===== config.mk =====
export PLATFORM = sky130hd
export DESIGN_NAME = fp_result_collector
export DESIGN_NICKNAME = d
export VERILOG_FILES = /design/src/rtl/fp_result_pkg.sv /design/src/rtl/fp_result_collector_classify.sv /design/src/rtl/fp_result_collector.sv
export SDC_FILE = /design/constraint.sdc
export NUM_CORES = 1
export LEC_CHECK = 0
export ABC_AREA = 1
export BUFFER_PORTS_ARGS = -buffer_cell sky130_fd_sc_hd__clkbuf_2
export CORE_ASPECT_RATIO = 0.8
export CORE_MARGIN = 5
export CORE_UTILIZATION = 40
export CTS_CLUSTER_DIAMETER = 60
export DETAILED_ROUTE_END_ITERATION = 7
export PLACE_DENSITY = 0.57
export RECOVER_POWER = 25
export SYNTH_ARGS = -nofsm -noshare
export SYNTH_HDL_FRONTEND = slang
export SYNTH_SLANG_ARGS = --single-unit

===== constraint.sdc =====
create_clock -name clk -period 3.77 [get_ports clk]
set_clock_uncertainty 0.2 [all_clocks]
set_input_delay 0 -clock clk [delete_from_list [all_inputs] [get_ports clk]]
set_output_delay 0 -clock clk [all_outputs]
set_load 0.02 [all_outputs]

===== src/rtl/fp_result_pkg.sv =====
// Shared constants for the FP result collector: IEEE-754 single field
// positions and the class codes attached to each buffered result.
package fp_result_pkg;

    typedef enum logic [2:0] {
        CLS_NORMAL = 3'd0,
        CLS_ZERO   = 3'd1,
        CLS_INF    = 3'd2,
        CLS_NAN    = 3'd3,
        CLS_SUBN   = 3'd4
    } fp_class_e;

    localparam int EXP_MSB = 30;
    localparam int EXP_LSB = 23;
    localparam int MAN_MSB = 22;

    localparam logic [7:0] EXP_ALL1 = 8'hFF;

    // Statistics counter slots
    localparam int STAT_TOTAL = 0;
    localparam int STAT_NAN   = 1;
    localparam int STAT_INF   = 2;
    localparam int STAT_ZERO  = 3;
    localparam int STAT_SUBN  = 4;
    localparam int STAT_NUM   = 5;

endpackage


===== src/rtl/fp_result_collector_classify.sv =====
// Combinational IEEE-754 single classifier; sign is irrelevant to the
// class so it is deliberately left unused.
module fp_classify
    import fp_result_pkg::*;
#(
    parameter int DATA_W = 32
) (
    input  logic [DATA_W-1:0] tdata,
    output logic [2:0]        cls
);

    logic [7:0] exp_field;
    logic       man_zero;
    logic       unused_sign;

    assign exp_field   = tdata[EXP_MSB:EXP_LSB];
    assign man_zero    = (tdata[MAN_MSB:0] == '0);
    assign unused_sign = tdata[DATA_W-1];

    always_comb begin
        cls = CLS_NORMAL;
        unique case (1'b1)
            (exp_field == EXP_ALL1) && !man_zero: cls = CLS_NAN;
            (exp_field == EXP_ALL1) &&  man_zero: cls = CLS_INF;
            (exp_field == 8'h00)    &&  man_zero: cls = CLS_ZERO;
            (exp_field == 8'h00)    && !man_zero: cls = CLS_SUBN;
            default:                              cls = CLS_NORMAL;
        endcase
    end

endmodule


===== src/rtl/fp_result_collector.sv =====
// AXI-Stream sink for divide results: classifies each beat, buffers it in
// a FWFT FIFO with its class tag, and keeps saturating class statistics.
module fp_result_collector
    import fp_result_pkg::*;
#(
    parameter int DATA_W = 32,
    parameter int DEPTH  = 8,
    parameter int CNT_W  = 16
) (
    input  logic                       clk,
    input  logic                       rst,
    input  logic [DATA_W-1:0]          s_axis_result_tdata,
    input  logic                       s_axis_result_tvalid,
    output logic                       s_axis_result_tready,
    input  logic                       rd_en,
    output logic                       rd_valid,
    output logic [DATA_W-1:0]          rd_data,
    output logic [2:0]                 rd_class,
    output logic [$clog2(DEPTH):0]     fifo_count,
    input  logic                       clr_stats,
    output logic [CNT_W-1:0]           cnt_total,
    output logic [CNT_W-1:0]           cnt_nan,
    output logic [CNT_W-1:0]           cnt_inf,
    output logic [CNT_W-1:0]           cnt_zero,
    output logic [CNT_W-1:0]           cnt_subn
);

    localparam int AW = $clog2(DEPTH);
    localparam logic [AW:0] FULL = (AW+1)'(DEPTH);

    logic [DATA_W+2:0] mem [DEPTH];
    logic [AW-1:0]     wr_ptr;
    logic [AW-1:0]     rd_ptr;
    logic [AW:0]       count;
    logic [2:0]        cls;
    logic              accept;
    logic              pop;
    logic [STAT_NUM-1:0] inc;
    logic [CNT_W-1:0]  stats [STAT_NUM];

    fp_classify #(
        .DATA_W (DATA_W)
    ) u_classify (
        .tdata (s_axis_result_tdata),
        .cls   (cls)
    );

    // No bypass when full: tready looks only at the registered count
    assign s_axis_result_tready = !rst && (count != FULL);
    assign accept = s_axis_result_tvalid && s_axis_result_tready;
    assign rd_valid = (count != '0);
    assign pop = rd_en && rd_valid;

    assign {rd_class, rd_data} = mem[rd_ptr];
    assign fifo_count = count;

    always_ff @(posedge clk) begin
        if (accept) begin
            mem[wr_ptr] <= {cls, s_axis_result_tdata};
        end
    end

    always_ff @(posedge clk or posedge rst) begin
        if (rst) begin
            wr_ptr <= '0;
            rd_ptr <= '0;
            count  <= '0;
        end else begin
            if (accept) begin
                wr_ptr <= wr_ptr + 1'b1;
            end
            if (pop) begin
                rd_ptr <= rd_ptr + 1'b1;
            end
            if (accept && !pop) begin
                count <= count + 1'b1;
            end else if (pop && !accept) begin
                count <= count - 1'b1;
            end
        end
    end

    always_comb begin
        inc             = '0;
        inc[STAT_TOTAL] = accept;
        inc[STAT_NAN]   = accept && (cls == CLS_NAN);
        inc[STAT_INF]   = accept && (cls == CLS_INF);
        inc[STAT_ZERO]  = accept && (cls == CLS_ZERO);
        inc[STAT_SUBN]  = accept && (cls == CLS_SUBN);
    end

    // Clear wins over a same-cycle increment
    always_ff @(posedge clk or posedge rst) begin
        if (rst) begin
            for (int i = 0; i < STAT_NUM; i++) begin
                stats[i] <= '0;
            end
        end else if (clr_stats) begin
            for (int i = 0; i < STAT_NUM; i++) begin
                stats[i] <= '0;
            end
        end else begin
            for (int i = 0; i < STAT_NUM; i++) begin
                if (inc[i] && (stats[i] != '1)) begin
                    stats[i] <= stats[i] + CNT_W'(1);
                end
            end
        end
    end

    assign cnt_total = stats[STAT_TOTAL];
    assign cnt_nan   = stats[STAT_NAN];
    assign cnt_inf   = stats[STAT_INF];
    assign cnt_zero  = stats[STAT_ZERO];
    assign cnt_subn  = stats[STAT_SUBN];

endmodule


=== Word level (Yosys, flattened, before mapping) ===
Memories as Yosys holds them, arrays and structs flattened.
Cells that the tools add are included.

* Bits in registers: 90
* RAM bits: 280
* Input port bits: 37
* Output and inout bits: 121
* Logic and storage cells: 71
* Memories: 1

* Add/sub/neg operators: 9
* Equal/unequal tests: 11
* Multiplexer cells: 11
* Reductions and logical operators: 31

{| class="wikitable"
|+ Memories
! memory !! words !! bits a word !! rd ports !! clocked after memory_dff !! write ports !! RTL line !! source
|-
| mem || 8 || 35 || 1 || 0 || 1 || fp_result_collector.sv:31 || <nowiki>logic [DATA_W+2:0] mem [DEPTH];</nowiki>
|}

{| class="wikitable"
|+ Operators with widths
! cell !! count
|-
| adder 16 x 1 -> 16 bit, second input constant || 5
|-
| 2-to-1 mux 16 bit || 5
|-
| 2-to-1 mux 80 bit || 1
|-
| inequality test 16 bit, second input constant || 5
|-
| logical NOT 23 bit || 1
|-
| logical AND 1 bit || 18
|-
| one-hot mux 3 bit (4 select lines) || 1
|-
| nonzero test 2 bit || 6
|-
| == test 8 bit, second input constant || 1
|-
| logical NOT 8 bit || 1
|-
| 2-to-1 mux 4 bit || 2
|-
| adder 3 x 1 -> 3 bit, second input constant || 2
|-
| == test 3 x 2 -> 1 bit, second input constant || 2
|-
| adder 4 x 1 -> 4 bit, second input constant || 1
|-
| logical NOT 1 bit || 4
|-
| inequality test 4 bit, second input constant || 1
|-
| nonzero test 4 bit || 1
|-
| subtractor 4 x 1 -> 4 bit, second input constant || 1
|-
| == test 3 x 1 -> 1 bit, second input constant || 1
|-
| == test 3 bit, second input constant || 1
|-
| 2-to-1 mux 1 bit || 2
|}

=== Longest topological paths before layout ===
Gate-level depths: netlist (run 1).

* Depth in word-level cells: 9
* Mapped depth: 13
* Gate-level depth less buffers: 13

=== Hierarchy ===
A second synthesis (run 1) with hierarchy kept.

* Cells, all modules: 1,594
* Area total of the unflattened synthesis: 16,734.8 um^2

{| class="wikitable"
|+ Modules (own cells, without submodules)
! module !! times used !! cells an instance !! area each (um^2) !! seq. area each (um^2)
|-
| fp_result_collector || 1 || 1,557 || 16,579.7 || 10,660.2
|-
| fp_classify || 1 || 37 || 155.1 || 0.0
|}

=== Least setup slack after synthesis (run 1) ===
OpenSTA, ideal clock, no wires.

* Path type: input to register
* Start: input rst
* End: memory mem[0][0] (netlist bit) (enable)
* Library setup time: 427 ps
* Arrival: 4,216 ps
* Required time: 3,143 ps
* Setup slack: -1,073 ps
* Stages on the path: 4
* Path buffers: 0
* Cell sequence: inv_1 > nand3_2 > or2_2 > nor2_1

* Word-level cells in the longest chain between the ends: 5

{| class="wikitable"
|+ Ends and longest elaborated chain
! what !! RTL line !! source
|-
| start, declared || fp_result_collector.sv:11 || <nowiki>input logic rst,</nowiki>
|-
| logical NOT 1 bit (no source line) || n/a ||
|-
| logical AND 1 bit || fp_result_collector.sv:49 || <nowiki>assign s_axis_result_tready = !rst && (count != FULL);</nowiki>
|-
| logical AND 1 bit || fp_result_collector.sv:50 || <nowiki>assign accept = s_axis_result_tvalid && s_axis_result_tready;</nowiki>
|-
| 2-to-1 mux 1 bit || fp_result_collector.sv:58 || <nowiki>if (accept) begin</nowiki>
|-
| 2-to-1 mux 1 bit (not written as such) || fp_result_collector.sv:59 || <nowiki>mem[wr_ptr] <= {cls, s_axis_result_tdata};</nowiki>
|-
| end, declared || fp_result_collector.sv:31 ||
|}

Every way passes these cells.

=== Worst setup path after layout (run 1) ===
* Start: register rd_ptr[0]
* End: output rd_data[24]

* Word-level cells in the longest chain between the ends: 1

{| class="wikitable"
|+ Ends and longest elaborated chain
! what !! RTL line !! source
|-
| start, declared || fp_result_collector.sv:33 || <nowiki>logic [AW-1:0] rd_ptr;</nowiki>
|-
| start signal, assigned || fp_result_collector.sv:73 || <nowiki>rd_ptr <= rd_ptr + 1'b1;</nowiki>
|-
| memory (8 x 35 bit) || n/a ||
|-
| end, declared || fp_result_collector.sv:17 || <nowiki>output logic [DATA_W-1:0] rd_data,</nowiki>
|}

Every way passes these cells.

==> out/qor.yml, run 1 <==
outcome: "completed"
synth.area.top_cells: "edfxtp_1, dfrtp_1, nor2_1"
antenna_found_initial: 0
cts_buffer_depth: 3
yosys.area.top_type: "edfxtp_1"
post_cts_buffers: 0
worstSetupEndpointType: "output pin"
clock-sinks: 370
drive_gt1_share_pct: 15.4
wl_per_cell_um: 17.9
crit_arrival_ps: 2540
synth_nets: 1698
yosys_most_used_dff: "edfxtp_1"
p_per_area_mw_per_mm2: 625
cts_tree: "done"
worst-path-buf-inv: 3
syn_area_mm2: 0.0170
coreArea_mm2: 0.0419
irDropWorstVdd_mv: 0.465
maxSlewViolCount: 0
dpl_cell_area_mm2: 0.0184
htreeDepth: 2
crit_top_cell: "nand2_1"
hold_buffers: 37
ant_nets: 0
cts_made_buffers: 40
areaGrowthSynthToFinish_pct: 17.6
fin_area_mm2: 0.0200
fin_crit_ps: 2740
crit_slowest_cell: "dfrtp_4"
fp.dieH_um: 194
rsz0062_at_grt: "false"
die_area_mm2: 0.0467
die_x_um: 240
worstSetupPathType: "flip-flop to output pin"
worst_slack_ps: 1030
hp-class: "input port to flip-flop"
cp_max_fo: 81
yosys_warnings: 0
synth_cells: 1650
path_depth: 7
slowest_delay_ps: 500
vias: 12300
synth_area_per_cell_um2: 10.3
final_hold_viol_count: 0
hold_depth: 2
synth_async_sr_flop_share_pct: 24.3
clock.fmax_mhz: 364
cp_cell_sequence: "inv_4 -> buf_12 -> nor2_1 -> o32ai_1 -> nand2_1 -> nand2_1 -> clkbuf_2"
clk_latency_ps: 540
rows: 67
wirelength_mm: 43.1
netlist.area_leader.share_pct: 49.5
ys_ff_latch: 370
max_slew_margin_pct: 31.5
setup_tns_ps: 0
crit_path_start_kind: "flip-flop"
reg2reg_depth: 12
worst_pin_slew_ps: 1030
synth.most_common_cell: "nor2_1"
cap_violations: 0
crit_required_ps: 3570
drc: 0
place_hpwl_mm: 26.1
grt_max_degree: 142
globalRouteOverflowTotal: 0
path_delay_family: "buffers and inverters"
port_buffers: 157
fin_nets: 1880
diodes: 0
grt_pass1_wl_mm: 68.7
synth_cell_types: 47
whs_ps: 189
synth_sequential_area_ratio_pct: 62.8
grt_pass1_vias: 12000
fillers: 3913
initial_core_util_pct: 40.5
finalCritPeriodShare_pct: 72.8
grt_usage_pct: 18.3
cts.reportedPaths.clkPinSlew_ps: 60
vias_per_cell: 5.11
routabilityCongestion: 0.867
p_leak_nw: 7.64
post-place-ws_ps: 1210
synthTopCellsByCount: "nor2_1, nand2_1, edfxtp_1"
first_pass_iters: 5
io_pins: 158
first_iter_violations: 860
synth_edf_count: 280
cts-resized-gates: 0
root_buffer: "clkbuf_16"
final-setup-viol-count: 0
## worst register-to-register path, cell delays in order (launching register included)
cell and delay [ps]:
dfrtp_1 440, nor2_1 220, nand2_1 100, nand3_2 130, clkinv_4 140, ha_1 260, inv_1 120, ha_1 250
a21o_1 180, a21oi_1 150, xor2_1 160, nand2_1 60, o21ai_0 100
## stage by stage
step | utilization (%) | std cells | total power [mW]
finish | 47.6 | 2414 | 12.5
global route | 47.6 | 2414 | 13.2
CTS | 47.7 | 2414 | 12.6
detailed placement | 43.8 | 2305 | 8.78
global placement | 43.8 | 2305 | 8.77
floorplan | - | 1650 | 7.49
## metal layers
layer	vias up	GRT usage, %	part of all wire [%]
met1	5945	27.0	47
met4	0	3.82	1.7
met3	50	3.77	6.0
li1	6059	-	-
met5	-	0	0
met2	292	28.1	45
## final timing paths
path	from	slack, ps	end
max in group asynchronous	rst	1510	rd_ptr[0]$_DFFE_PP0P_
hold / removal	s_axis_result_tdata[31]	190	mem[2][31]$_DFFE_PP_
hold reg to reg	wr_ptr[0]$_DFFE_PP0P_	350	wr_ptr[0]$_DFFE_PP0P_
setup reg to reg	fifo_count[0]$_DFFE_PP0P_	1180	fifo_count[3]$_DFFE_PP0P_
setup / recovery	rd_ptr[0]$_DFFE_PP0P_	1030	rd_data[24]
min in group asynchronous	rst	570	cnt_total[15]$_DFFE_PP0P_
## cells by family after synthesis
family	count (synthesis)	share of synthesized area (%)
adder cells (fa/ha/maj)	11	0.855
XOR/XNOR	51	2.63
AO/OA/AOI/OAI	168	6.58
flip-flops	370	62.8
buffers and inverters	147	4.03
multiplexers	1	0.0663
AND/OR/NAND/NOR	902	23.0
## placed cells by master (no fill, tap or decap), types with 11 or more instances in the layout
master | netlist | routed
buf_4 | 5 | 17
clkbuf_1 | 35 | 36
clkbuf_16 | 0 | 41
clkbuf_2 | 0 | 127
clkinv_2 | 0 | 11
dfrtp_1 | 90 | 88
dlygate4sd3_1 | 0 | 37
edfxtp_1 | 280 | 280
inv_1 | 56 | 55
nand2_1 | 352 | 352
nand2_2 | 19 | 19
nand3_1 | 91 | 91
nand3_2 | 12 | 12
nand3b_1 | 12 | 12
nand4_1 | 24 | 24
nor2_1 | 353 | 345
nor2_4 | 5 | 13
nor3_1 | 15 | 15
o21ai_0 | 75 | 75
o21ai_1 | 11 | 11
o32ai_1 | 70 | 70
xnor2_1 | 17 | 17
xor2_1 | 34 | 34
## flip-flops by register name, indices dropped and copies added, names as in the netlist, 4 cells and up
register / count
cnt_nan: 16
cnt_zero: 16
fifo_count: 4
cnt_subn: 16
mem: 280
cnt_inf: 16
cnt_total: 16
## power by group
group          switching [mW]  internal, mW  total [mW]
Combinational            2.62          1.14        3.76
Clock                    1.62          2.17        3.79
Sequential              0.220          4.70        4.92
Total                    4.45          8.01        12.5
## final cells by class
type | instances | area [um2] | area share [%]
Clock buffer | 49 | 1080 | 5.39
Clock inverter | 23 | 179 | 0.897
Inverter | 70 | 284 | 1.42
Multi-Input combinational cell | 1133 | 5690 | 28.5
Sequential cell | 370 | 10700 | 53.5
Tap cell | 552 | 691 | 3.46
Timing Repair Buffer | 217 | 1370 | 6.85
(Power assumes the default switching activity.)
==> run 2, diff against run 1 <==
Settings changed: PLACE_DENSITY 0.57 to 0.6.
Clock period 3.77 ns to 2.3 ns, I/O delays scaled along.
==> out/qor.yml, run 2 (synthesis results as in run 1) <==
outcome: "complete, but fails checks"
violations: "negative setup slack"
coreArea_mm2: 0.0419
globalRouteOverflowTotal: 0
drive_gt1_share_pct: 24.1
fin_area_mm2: 0.0220
rsz0062_at_grt: "true"
placed_cells: 2343
initial_core_util_pct: 40.5
die_x_um: 240
fin_crit_ps: 2360
cts.reportedPaths.clkPinSlew_ps: 60
dpl_cell_area_mm2: 0.0189
worstSetupEndpointType: "output pin"
fp.dieH_um: 194
rows: 67
fin_util_pct: 52.4
total_power_mw: 24.6
largest_register_ffs: 280
io_pins: 158
diodes: 0
worstSetupPathType: "flip-flop to output pin"
die_area_mm2: 0.0467
grt_max_degree: 83
vias: 13000
cp_max_fo: 10
top_register: "mem"
areaGrowthSynthToFinish_pct: 29.5
fillers: 3659
worst_slack_ps: -64.0
wl_per_cell_um: 18.6
root_buffer: "clkbuf_16"
crit_arrival_ps: 2160
crit_required_ps: 2100
routabilityCongestion: 0.820
irDropWorstVdd_mv: 0.870
grt_usage_pct: 18.8
final-setup-viol-count: 16
antenna_found_initial: 0
final_hold_viol_count: 0
p_per_area_mw_per_mm2: 1120
fin_nets: 1940
worst_pin_slew_ps: 782
first_iter_violations: 860
mostFrequentLayoutCell: "nand2_1"
startpoint: "rd_ptr[0]$_DFFE_PP0P_"
crit_path_start_kind: "flip-flop"
clock-sinks: 370
drc: 0
hp-class: "input port to async pin"
cap_violations: 0
clk_latency_ps: 570
finalCritPeriodShare_pct: 103
cts_tree: "done"
setup_tns_ps: -399
maxSlewViolCount: 0
rr_startpoint: "fifo_count[2]$_DFFE_PP0P_"
post-place-ws_ps: 119
max_slew_margin_pct: 47.8
first_pass_iters: 5
p_leak_nw: 8.38
final_cells: 2476
layout_common_cells: "nand2_1, nor2_1, edfxtp_1"
grt_pass1_vias: 12500
vias_per_cell: 5.24
cts_made_buffers: 41
clock.fmax_mhz: 423
wirelength_mm: 46.0
grt_pass1_wl_mm: 71.0
cts_buffer_depth: 3
whs_ps: 103
htreeDepth: 2
port_buffers: 157
ant_nets: 0
place_hpwl_mm: 27.1
## run 2: cell types whose count changed in the layout (fill, tap and decap cells not counted), moves of 23 or more
cell	delta
nor2_2	+27
clkbuf_2	-33
o32ai_1	-49
o21ai_0	-23
nor2_1	-36
o32ai_2	+47
## run 2: path summary, 6_finish.rpt
kind                                              to  slack (ps)  cells after the start
max in group asynchronous    cnt_subn[7]$_DFFE_PP0P_         820                      5
min                        cnt_total[14]$_DFFE_PP0P_         100                      4
max reg2reg                fifo_count[3]$_DFFE_PP0P_         160                     12
min in group clk               rd_ptr[2]$_DFFE_PP0P_         130                      4
min reg2reg                    wr_ptr[0]$_DFFE_PP0P_         360                      2
max                                      rd_data[22]         -60                      8
## run 2: timing repair
item | in CTS | in global routing
cloned | 7 | 7
setup buffers | 8 | 1
pin swaps | 12 | 32
hold endpoints to repair | 379 | 0
hold buffers | 37 | 0
endpoints found under the setup margin | 35 | 44
resized for setup | 123 | 147
## run 2: routing by layer
metal,share of wire (%),vias to the layer above,track usage [%]
li1,-,6189,-
met1,45,6353,26.8
met2,46,371,29.6
met3,6.9,68,4.52
met4,1.8,0,4.20
met5,0,-,0
## run 2: power by group
| part | switching, mW | internal, mW |
|---|---|---|
| combinational | 5.70 | 4.37 |
| clock | 2.84 | 3.72 |
| sequential | 0.246 | 7.70 |
## run 2: worst max-delay path, stage by stage (launching register included)
cell and delay [ps]:
dfrtp_4 500, buf_12 180, clkinv_16 100, buf_8 130
nor2_1 60, o32ai_2 280, nand2_1 110, nand2_2 90
clkbuf_8 140
## run 2: final cells by class
cell class                      count  area [um2]  area share, %
Sequential cell                   370       10700           48.5
Multi-Input combinational cell   1133        6340           28.8
Timing Repair Buffer              275        2590           11.8
Clock buffer                       48        1060           4.83
Tap cell                          552         691           3.14
Inverter                           70         312           1.42
Clock inverter                     27         282           1.28
Timing Repair inverter              1        30.0          0.137
==> run 3, diff against run 2 <==
Settings changed: ABC_AREA 1 to not set, CORE_ASPECT_RATIO 0.8 to not set, SYNTH_HIERARCHICAL set to 1.
==> out/qor.yml, run 3 <==
synthMuxAreaShare_pct: 13.3
cp_cell_sequence: "buf_6 -> buf_12 -> buf_16 -> mux4_2 -> mux2_4 -> buf_6"
cts_tree: "done"
fin_crit_ps: 2540
slowest_delay_ps: 490
layout_common_cells: "edfxtp_1, clkbuf_2, buf_4"
synth_xor_area_share_pct: 3.89
synth_sequential_area_ratio_pct: 68.6
worst_pin_slew_ps: 884
vias_per_cell: 5.24
seq_area_mm2: 0.0107
top_register: "mem"
violations: "negative setup slack"
rr_startpoint: "fifo_count[3]$_DFFE_PP0P_"
rsz0062_at_grt: "true"
fp.dieH_um: 207
worstSetupPathType: "flip-flop to output pin"
synth.area.top_cells: "edfxtp_1, dfrtp_1, mux4_2"
placed_cells: 1716
ant_nets: 0
first_pass_iters: 5
io_pins: 158
crit_slowest_cell: "dfrtp_4"
yosys_most_used_dff: "edfxtp_1"
fin_area_mm2: 0.0213
cap_violations: 0
clock-sinks: 370
diodes: 0
root_buffer: "clkbuf_16"
final_hold_viol_count: 0
worst-path-buf-inv: 4
yosys_warnings: 6
synthTopCellsByCount: "edfxtp_1, dfrtp_1, nor2_1"
vias: 9812
path_depth: 6
syn_area_mm2: 0.0155
place_hpwl_mm: 22.2
grt_max_degree: 49
r2r-end: "fifo_count[3]$_DFFE_PP0P_"
first_iter_violations: 513
die_x_um: 207
areaGrowthSynthToFinish_pct: 36.9
globalRouteOverflowTotal: 0
synth_async_sr_flop_share_pct: 24.3
reg2reg_slack_ps: -200
drive_gt1_share_pct: 39.7
irDropWorstVdd_mv: 0.630
initial_core_util_pct: 40.3
routabilityCongestion: 0.812
grt_usage_pct: 17.4
crit_end: "rd_data[2]"
synth_top_family_by_area: "multiplexers"
worstSetupEndpointType: "output pin"
final-setup-viol-count: 39
htreeDepth: 2
crit_path_start_kind: "flip-flop"
cts_buffer_depth: 3
post-place-ws_ps: -586
cts_made_buffers: 42
mostFrequentLayoutCell: "edfxtp_1"
synth_simple_gate_area_share_pct: 10.5
coreArea_mm2: 0.0386
maxSlewViolCount: 0
rows: 72
synth_edf_count: 280
synthAdderAreaFrac_pct: 0.934
crit_top_cell: "buf_6"
clock.fmax_mhz: 393
drc: 0
wirelength_mm: 38.3
hp-class: "input port to flip-flop"
largest_register_ffs: 280
yosys.area.top_type: "edfxtp_1"
synth_area_per_cell_um2: 16.3
cp_max_fo: 5
clk_latency_ps: 540
startpoint: "rd_ptr[0]$_DFFE_PP0P_"
antenna_found_initial: 0
crit_required_ps: 2100
die_area_mm2: 0.0429
p_leak_nw: 7.61
netlist.area_leader.share_pct: 54.1
ys_ff_latch: 370
fin_nets: 1368
whs_ps: 88.5
cts.reportedPaths.clkPinSlew_ps: 60
final_cells: 1871
dpl_cell_area_mm2: 0.0183
reg2reg_depth: 11
synth.most_common_cell: "edfxtp_1"
synth_cells: 953
worst_slack_ps: -245
port_buffers: 157
wl_per_cell_um: 20.5
outcome: "complete, but fails checks"
grt_pass1_wl_mm: 59.3
finalCritPeriodShare_pct: 111
fillers: 3166
synth_nets: 1001
synth_compound_area_share_pct: 1.38
synth_cell_types: 44
max_slew_margin_pct: 41.1
multi_input_area_mm2: 0.00544
crit_arrival_ps: 2340
p_per_area_mw_per_mm2: 1030
path_delay_family: "multiplexers"
grt_pass1_vias: 10100
-- run 3: metal layers --
layer | GRT usage [%] | up-vias | wire length, um
met3 | 4.39 | 43 | 2030
met4 | 3.67 | 0 | 578
met5 | 0 | - | 0
met2 | 28.4 | 235 | 18900
met1 | 24.0 | 5040 | 16800
li1 | - | 4494 | -
-- run 3: worst register-to-register path, cell delays in order, from the launching register on --
cell and delay (ps):
dfrtp_2 410, buf_6 120, or4_4 540, nand2_4 110, ha_4 150, inv_4 40, ha_4 190, a21o_1 160
a21oi_2 130, xnor2_1 130, nor2_1 70, xor2_1 140
-- run 3: where the power goes --
| group | total (mW) | internal (mW) | switching [mW] |
|---|---|---|---|
| Clock | 6.43 | 3.78 | 2.65 |
| Sequential | 8.00 | 7.70 | 0.304 |
| Combinational | 7.46 | 4.07 | 3.39 |
-- run 3: final cells by class --
class,instances,share of cell area (%)
clock inverter,27,1.09
tap,518,3.05
clock buffer,50,5.18
timing repair buffer,367,14.8
inverter,7,0.153
multi-input combinational,532,25.6
sequential,370,50.2
-- run 3: worst min path at each step --
stage | startpoint | end | slack [ps] | cells past startpoint
3_3_place_gp | rst | cnt_zero[4]$_DFFE_PP0P_ | -70 | 2
6_report | s_axis_result_tdata[28] | mem[5][34]$_DFFE_PP_ | 90 | 7
3_5_place_dp | rst | cnt_zero[4]$_DFFE_PP0P_ | -80 | 2
2_1_floorplan | rst | s_axis_result_tready | -120 | 1
4_1_cts | s_axis_result_tdata[30] | mem[6][33]$_DFFE_PP_ | 20 | 6
5_1_grt | s_axis_result_tdata[26] | mem[0][34]$_DFFE_PP_ | 90 | 7
-- run 3: cell families after synthesis --
family / after synthesis
AOI/OAI and AO/OA: 34
xor gates and xnor gates: 69
adders and majority gates: 11
buffers and inverters: 51
DFF: 370
muxes: 114
and+or+nand+nor: 304
-- run 3: through the flow --
stage / utilization [%] / TNS [ps] / power [mW]
after floorplan: - / -110630 / 11.8
after global placement: 47.5 / -26380 / 13.7
after detailed placement: 47.5 / -25610 / 13.7
after CTS: 54.0 / -13920 / 21.7
after global routing: 55.2 / -10120 / 22.9
final: 55.2 / -7070 / 21.9
-- run 3: timing repair --
action / in CTS / in global routing
hold buffers: 38 / 3
cloned: 9 / 5
hold endpoints to repair: 371 / 24
buffers inserted: 22 / 15
pin swaps: 23 / 27
resized for setup: 98 / 116
endpoints found under the setup margin: 63 / 183
